--- src/rtl/l2cache_req_arbiter.sv ---
// Arbitrates icache reads, dcache reads/writes and cache ops into one sticky offer to the L2 FSM.
// Selection takes 1 cycle, and acceptance is forwarded combinationally; the arbiter idles 1 cycle between offers.
module l2cache_req_arbiter #(
    parameter int ADDR_W = 32,
    parameter int DATA_W = 32
) (
    input  logic              clk,
    input  logic              rst,
    input  logic              icache_req,
    input  logic [ADDR_W-1:0] icache_addr,
    input  logic              dcache_req,
    input  logic              dcache_wr,
    input  logic              dcache_suc,
    input  logic [ADDR_W-1:0] dcache_addr,
    input  logic [DATA_W-1:0] dcache_wdata,
    input  logic              op_req,
    input  logic [31:0]       op_code,
    input  logic [31:0]       op_addr,
    output logic              icache_addrOK,
    output logic              dcache_addrOK,
    output logic              op_ack,
    output logic [1:0]        arb_from,
    output logic [ADDR_W-1:0] arb_addr,
    output logic [DATA_W-1:0] arb_wdata,
    output logic              arb_suc,
    output logic              arb_opflag,
    output logic [31:0]       arb_opcode,
    output logic [31:0]       arb_opaddr,
    input  logic              fsm_icache_addrOK,
    input  logic              fsm_dcache_addrOK,
    input  logic              fsm_idle
);

    typedef enum logic [1:0] {IDLE, OFFER_I, OFFER_D, OFFER_OP} state_t;

    state_t            state_q, state_d;
    logic              last_grant_q, last_grant_d;
    logic [1:0]        from_q, from_d;
    logic [ADDR_W-1:0] addr_q, addr_d;
    logic [DATA_W-1:0] wdata_q, wdata_d;
    logic              suc_q, suc_d;
    logic [31:0]       opcode_q, opcode_d;
    logic [31:0]       opaddr_q, opaddr_d;

    always_comb begin
        state_d      = state_q;
        last_grant_d = last_grant_q;
        from_d       = from_q;
        addr_d       = addr_q;
        wdata_d      = wdata_q;
        suc_d        = suc_q;
        opcode_d     = opcode_q;
        opaddr_d     = opaddr_q;
        case (state_q)
            IDLE: begin
                if (op_req) begin
                    state_d  = OFFER_OP;
                    from_d   = 2'b00;
                    opcode_d = op_code;
                    opaddr_d = op_addr;
                // On a tie the icache wins only if the dcache was granted last.
                end else if (icache_req && (!dcache_req || last_grant_q)) begin
                    state_d = OFFER_I;
                    from_d  = 2'b01;
                    addr_d  = icache_addr;
                    wdata_d = '0;
                    suc_d   = 1'b0;
                end else if (dcache_req) begin
                    state_d = OFFER_D;
                    from_d  = {1'b1, dcache_wr};
                    addr_d  = dcache_addr;
                    wdata_d = dcache_wdata;
                    suc_d   = dcache_suc;
                end
            end
            OFFER_I: begin
                if (fsm_icache_addrOK) begin
                    state_d      = IDLE;
                    from_d       = 2'b00;
                    last_grant_d = 1'b0;
                end
            end
            OFFER_D: begin
                // Strongly-ordered accesses wait here indefinitely as well.
                if (fsm_dcache_addrOK) begin
                    state_d      = IDLE;
                    from_d       = 2'b00;
                    last_grant_d = 1'b1;
                end
            end
            OFFER_OP: begin
                if (fsm_idle) state_d = IDLE;
            end
            default: state_d = IDLE;
        endcase
    end

    always_ff @(posedge clk) begin
        if (rst) begin
            state_q      <= IDLE;
            last_grant_q <= 1'b1;
            from_q       <= 2'b00;
            addr_q       <= '0;
            wdata_q      <= '0;
            suc_q        <= 1'b0;
            opcode_q     <= '0;
            opaddr_q     <= '0;
        end else begin
            state_q      <= state_d;
            last_grant_q <= last_grant_d;
            from_q       <= from_d;
            addr_q       <= addr_d;
            wdata_q      <= wdata_d;
            suc_q        <= suc_d;
            opcode_q     <= opcode_d;
            opaddr_q     <= opaddr_d;
        end
    end

    // Pulses are masked during reset so an abandoned offer is never acknowledged.
    assign icache_addrOK = !rst && (state_q == OFFER_I)  && fsm_icache_addrOK;
    assign dcache_addrOK = !rst && (state_q == OFFER_D)  && fsm_dcache_addrOK;
    assign op_ack        = !rst && (state_q == OFFER_OP) && fsm_idle;
    assign arb_opflag    = op_ack;
    assign arb_from      = from_q;
    assign arb_addr      = addr_q;
    assign arb_wdata     = wdata_q;
    assign arb_suc       = suc_q;
    assign arb_opcode    = opcode_q;
    assign arb_opaddr    = opaddr_q;

endmodule
--- config.mk ---
export PLATFORM = sky130hd
export DESIGN_NAME = l2cache_req_arbiter
export DESIGN_NICKNAME = d
export VERILOG_FILES = /design/src/rtl/l2cache_req_arbiter.sv
export SDC_FILE = /design/constraint.sdc
export NUM_CORES = 1
export LEC_CHECK = 0
export ABC_AREA = 1
export BUFFER_PORTS_ARGS = -buffer_cell sky130_fd_sc_hd__buf_2
export CORE_MARGIN = 2
export CORE_UTILIZATION = 40
export DETAILED_ROUTE_END_ITERATION = 10
export GPL_ROUTABILITY_DRIVEN = 0
export PLACE_DENSITY = 0.83
export SYNTH_ARGS = -nofsm -noshare
export SYNTH_HDL_FRONTEND = slang
export SYNTH_SLANG_ARGS = --single-unit
--- constraint.sdc ---
create_clock -name clk -period 1.61 [get_ports clk]
set_clock_uncertainty 0.2 [all_clocks]
set_input_delay 0.0805 -clock clk [delete_from_list [all_inputs] [get_ports clk]]
set_output_delay 0.0805 -clock clk [all_outputs]
set_load 0.03 [all_outputs]
==> results_dict.tcl, run 1 <==
set metrics [dict create \
    violations "setup timing" \
    io-pin-count 305 \
    clk_pin_slew_worst_paths_ns 0.07 \
    drc_errors 0 \
    grt_start_max_net_pins 70 \
    finalHoldViolCount 0 \
    drive_gt1_frac 0.3934 \
    initial_core_util 0.4082 \
    die_w_um 120.0 \
    rsz0062_at_grt "yes" \
    ys_seq_area_frac 0.4983 \
    whs_path_depth 4 \
    cts_buffers 17 \
    wl_met3_mm 4.012 \
    detail-route-antenna-nets 0 \
    path_cells "inv_2 > buf_6 > ha_4 > inv_4 > nor3_4 > buf_6 > buf_12 > nor2_1 > nor2_2 > nand2_2 > inv_2" \
    wl_mm 29.80 \
    worstMarginPinSlew_ns 0.3934 \
    hold_class "input pin to flip-flop" \
    multi_input_area_um2 2813 \
    leakagePower_nw 5.171 \
    rows 42 \
    post-dp-hpwl_mm 11.74 \
    vdd_drop_max_mv 1.311 \
    nets 1439 \
    yosys_warnings 0 \
    fmax_ghz 0.4823 \
    fin_hold_ws_ns 0.2515 \
    setup_violations 69 \
    dr.pass1.iters 8 \
    ys_seq_elements 134 \
    antenna_found_initial 7 \
    setup_ws_ns -0.4633 \
    drt-met1-wl_mm 9.488 \
    cap_violations 0 \
    drt_iter0_drc 1265 \
    rr_worst_depth 11 \
    vias 8136 \
    root_buffer "clkbuf_16" \
    slew_headroom 0.7374 \
    fin_crit_ns 2.073 \
    syn_nets 947 \
    clk_path_buf_depth 2 \
    status "finished with violations" \
    cp.required_ns 1.79 \
    grt_pass1_vias 7486 \
    core-area_um2 13190 \
    cp-end-kind "flip-flop" \
    synth_top_area_frac 0.4983 \
    grt_pass1_wl_mm 38.18 \
    die_h_um 120.0 \
    drv_slew 0 \
    io_buffers 304 \
    total_power_mw 17.12 \
    cts_sinks 134 \
    highest_layer "met5" \
    wl_met2_mm 13.67 \
    worstPathMaxFanout 7 \
    cts-htree-levels 4 \
    yosysTopAreaCell "dfxtp_1" \
    p_per_area_nw_per_um2 1616 \
    worstSkewPairLatency_ns 0.41 \
    max_stage_delay_ns 0.34 \
    area_growth_pct 96.72 \
    die_area_um2 14400 \
    cp-start-kind "flip-flop" \
    grt_use_total 0.3411 \
    avgRoutedWirePerCell_um 20.40 \
    ys_types 16 \
    arrival_ns 2.25 \
    fin_crit_sh 1.288 \
    path_class "flip-flop to flip-flop" \
    gr-total-overflow 0 \
    avgSynthCellArea_um2 6.983 \
    crit_slowest_cell "nor2_2" \
    cts_tree "yes" \
    synth_area_leaders "dfxtp_1, nor2_1, nand2_1, nand3_1, o21ai_0" \
    seqCellArea_um2 2685 \
    syn-cell-area_um2 5384 \
    viasPerCell 5.569 \
    syn_inst 771 \
    fill_cells 720 \
]
-- logic make-up after synthesis --
logic type | count (synthesis) | share of synthesized area
DFF | 134 | 0.4983
buffers and inverters | 103 | 0.07693
AOI/OAI and AO/OA | 101 | 0.09435
and+or+nand+nor | 427 | 0.3165
adders and majority gates | 6 | 0.01394
-- path summary, 6_finish.rpt --
path / slack [ns] / to / start
setup / recovery: -0.46 / arb_addr[28] / state_q[0]
hold / removal: 0.25 / arb_opcode[13] / op_code[13]
hold reg to reg: 0.27 / arb_wdata[25] / arb_wdata[25]
setup reg to reg: -0.46 / arb_addr[28] / state_q[0]
-- timing repair --
| item | in CTS | in global routing |
|---|---|---|
| pin swaps | 3 | 46 |
| buffers inserted | 5 | 9 |
| endpoints found under the setup margin | 14 | 100 |
| gates cloned | 2 | 12 |
| endpoints found under the hold margin | 134 | 0 |
| gates resized for setup | 21 | 141 |
| hold buffers | 169 | 0 |
-- registers in the layout, indices dropped and copies added (netlist names) --
| signal | flops |
|---|---|
| arb_addr | 32 |
| arb_wdata | 32 |
| state_q | 2 |
| arb_from | 2 |
| arb_opaddr | 32 |
| last_grant_q | 1 |
| arb_suc | 1 |
| arb_opcode | 32 |
-- where the power goes --
| part | leakage (nW) | switching (mW) | internal, mW |
|---|---|---|---|
| clock network | 0.294 | 1.59 | 2.45 |
| logic | 3.77 | 5.15 | 3.21 |
| registers | 1.10 | 0.571 | 4.15 |
| total | 5.17 | 7.31 | 9.81 |
-- per-stage QoR --
| stage | utilization | cell area, um^2 | cells | TNS (ns) | setup WS [ns] |
|---|---|---|---|---|---|
| floorplan | - | 5420 | 771 | 0 | 0.01131 |
| CTS | 0.7395 | 9754 | 1432 | -6.916 | -0.1405 |
| global route | 0.8018 | 10580 | 1455 | -20.74 | -0.5077 |
| global placement | 0.5511 | 7269 | 1225 | -0.01451 | -0.01451 |
| detailed placement | 0.5511 | 7269 | 1225 | -0.009715 | -0.009715 |
| finish | 0.8030 | 10590 | 1461 | -15.90 | -0.4633 |
-- cell usage after synthesis, drive strengths merged --
master and instances:
ha 6, nand2 150, a21oi 35, a21boi 1, clkbuf 35, inv 51, buf 17, dfxtp 134
nand3 70, nor3 2, nor2 205, o21ai 65
-- critical path: cells and delay by family (launching register included) --
kind | cells | cell delay [ns]
DFF | 1 | 0.33
adders and majority gates | 1 | 0.15
buffers and inverters | 6 | 0.61
and+or+nand+nor | 4 | 0.75
-- metal layers --
layer | up-vias | track usage
met5 | - | 0
met4 | 2 | 0.2243
li1 | 3416 | -
met1 | 3645 | 0.3424
met3 | 279 | 0.1611
met2 | 794 | 0.5636
-- layout by cell type, fill, tap and decap left out, drive strengths merged --
cell type,count
buf,348
nor2,205
dlygate4sd3,169
nand2,150
dfxtp,134
nand3,70
o21ai,65
inv,54
a21oi,35
clkbuf,25
diode,9
clkinv,7
ha,6
bufinv,3
clkinvlp,2
nor3,2
a21boi,1
-- area by class of cell --
cell class | instances | area share
antenna | 9 | 0.002126
clock inverter | 15 | 0.01677
timing repair buffer | 525 | 0.3823
sequential | 134 | 0.2535
clock buffer | 17 | 0.04017
tap | 176 | 0.02079
inverter | 51 | 0.01878
multi-input combinational | 534 | 0.2656
Power figures use the tool's default switching activity.
==> inputs of run 2 (changes only) <==
- SETUP_SLACK_MARGIN: not set -> 0.3
==> results_dict.tcl, run 2 (same netlist as run 1, synthesis figures left out) <==
set metrics [dict create \
    drc_errors 0 \
    io_buffers 304 \
    finalHoldViolCount 0 \
    cp-start-kind "flip-flop" \
    avgRoutedWirePerCell_um 22.84 \
    leakagePower_nw 5.546 \
    violations "setup timing" \
    grt_pass1_vias 7786 \
    path_class "flip-flop to flip-flop" \
    fin_crit_ns 1.889 \
    hold_class "input pin to flip-flop" \
    clk_path_buf_depth 2 \
    clk_pin_slew_worst_paths_ns 0.06 \
    status "finished with violations" \
    slew_headroom 0.4378 \
    cts_sinks 134 \
    dp_slack_ns -0.07627 \
    drt_iter0_drc 1164 \
    dr.pass1.iters 6 \
    cap_violations 0 \
    p_per_area_nw_per_um2 1685 \
    die_w_um 120.0 \
    seqCellArea_um2 2691 \
    setup_ws_ns -0.2785 \
    vdd_drop_max_mv 1.146 \
    cp.required_ns 1.73 \
    dpl.cell_count 1226 \
    wl_mm 33.83 \
    arrival_ns 2.01 \
    total_power_mw 19.54 \
    cts_buffers 17 \
    drive_gt1_frac 0.4673 \
    rows 42 \
    fmax_ghz 0.5295 \
    worstMarginPinSlew_ns 0.8432 \
    final_cells 1481 \
    core-area_um2 13190 \
    cts-htree-levels 4 \
    grt_pass1_wl_mm 38.86 \
    antenna_found_initial 3 \
    nets 1464 \
    drv_slew 0 \
    final_common_cell "buf_2" \
    io-pin-count 305 \
    initial_core_util 0.4082 \
    grt_use_total 0.3479 \
    rsz0062_at_grt "yes" \
    fin_crit_sh 1.173 \
    tns_ns -16.61 \
    rr_worst_depth 9 \
    cts_tree "yes" \
    die_area_um2 14400 \
    final_cell_mix "buf_2, dlygate4sd3_1, dfxtp_1" \
    setup_violations 131 \
    whs_path_depth 5 \
    multi_input_area_um2 3206 \
    grt_start_max_net_pins 69 \
    root_buffer "clkbuf_16" \
    worstSkewPairLatency_ns 0.41 \
    detail-route-antenna-nets 0 \
    fin_util 0.8794 \
    die_h_um 120.0 \
    cp-end-kind "flip-flop" \
    viasPerCell 5.716 \
    gr-total-overflow 0 \
    area_growth_pct 115.5 \
    vias 8465 \
    post-dp-hpwl_mm 12.12 \
    fill_cells 562 \
    worstPathMaxFanout 9 \
]
[run 2: final timing paths]
check                                   start              to  slack [ns]
worst max-delay path               state_q[1]   arb_wdata[13]       -0.28
worst min-delay path                   op_req  arb_opcode[22]        0.03
worst max register to register     state_q[1]   arb_wdata[13]       -0.28
worst min register to register  arb_wdata[22]   arb_wdata[22]        0.26
[run 2: final cells by class]
class                           count  area share
Clock inverter                     10    0.006256
Inverter                           51     0.01866
Antenna cell                        4   0.0008629
Timing Repair Buffer              550      0.4051
Sequential cell                   134      0.2320
Tap cell                          176     0.01898
Multi-Input combinational cell    534      0.2763
Clock buffer                       22     0.04174
[run 2: per-layer routing]
metal  wire length (um)  GRT usage  vias to the layer above
met1              10630     0.3510                     3822
met2              16320     0.6083                      818
met4               3568     0.2618                        2
met5                 34          0                        -
li1                   -          -                     3468
met3               3271    0.09506                      355
[run 2: worst max-delay path, cell delays in order, from the launching register on]
cell       delay (ns)
dfxtp_2          0.33
inv_2            0.08
ha_4             0.16
inv_4            0.04
nor3_4           0.20
buf_12           0.18
buf_8            0.13
clkbuf_16        0.15
nand3_1          0.10
a21oi_1          0.22
[run 2: power by group]
part | leakage [nW] | internal (mW) | switching (mW)
sequential | 1.10 | 4.16 | 0.755
clock | 0.269 | 2.14 | 1.57
combinational | 4.17 | 4.70 | 6.21
[run 2: repair_timing]
item,4_1_cts,5_1_grt
gates cloned,10,16
pin swaps,9,50
gates resized for setup,93,263
hold buffers,167,1
buffers inserted,13,12
hold endpoints to repair,134,1
setup endpoints to repair,138,150
[run 2: stage by stage]
step | cell area [um^2] | hold slack [ns]
after detailed placement | 7288 | 0.1215
after global placement | 7288 | 0.1125
final | 11600 | 0.03449
after floorplan | 5514 | 0.02614
after global routing | 11600 | 0.05488
after CTS | 10250 | -0.07548
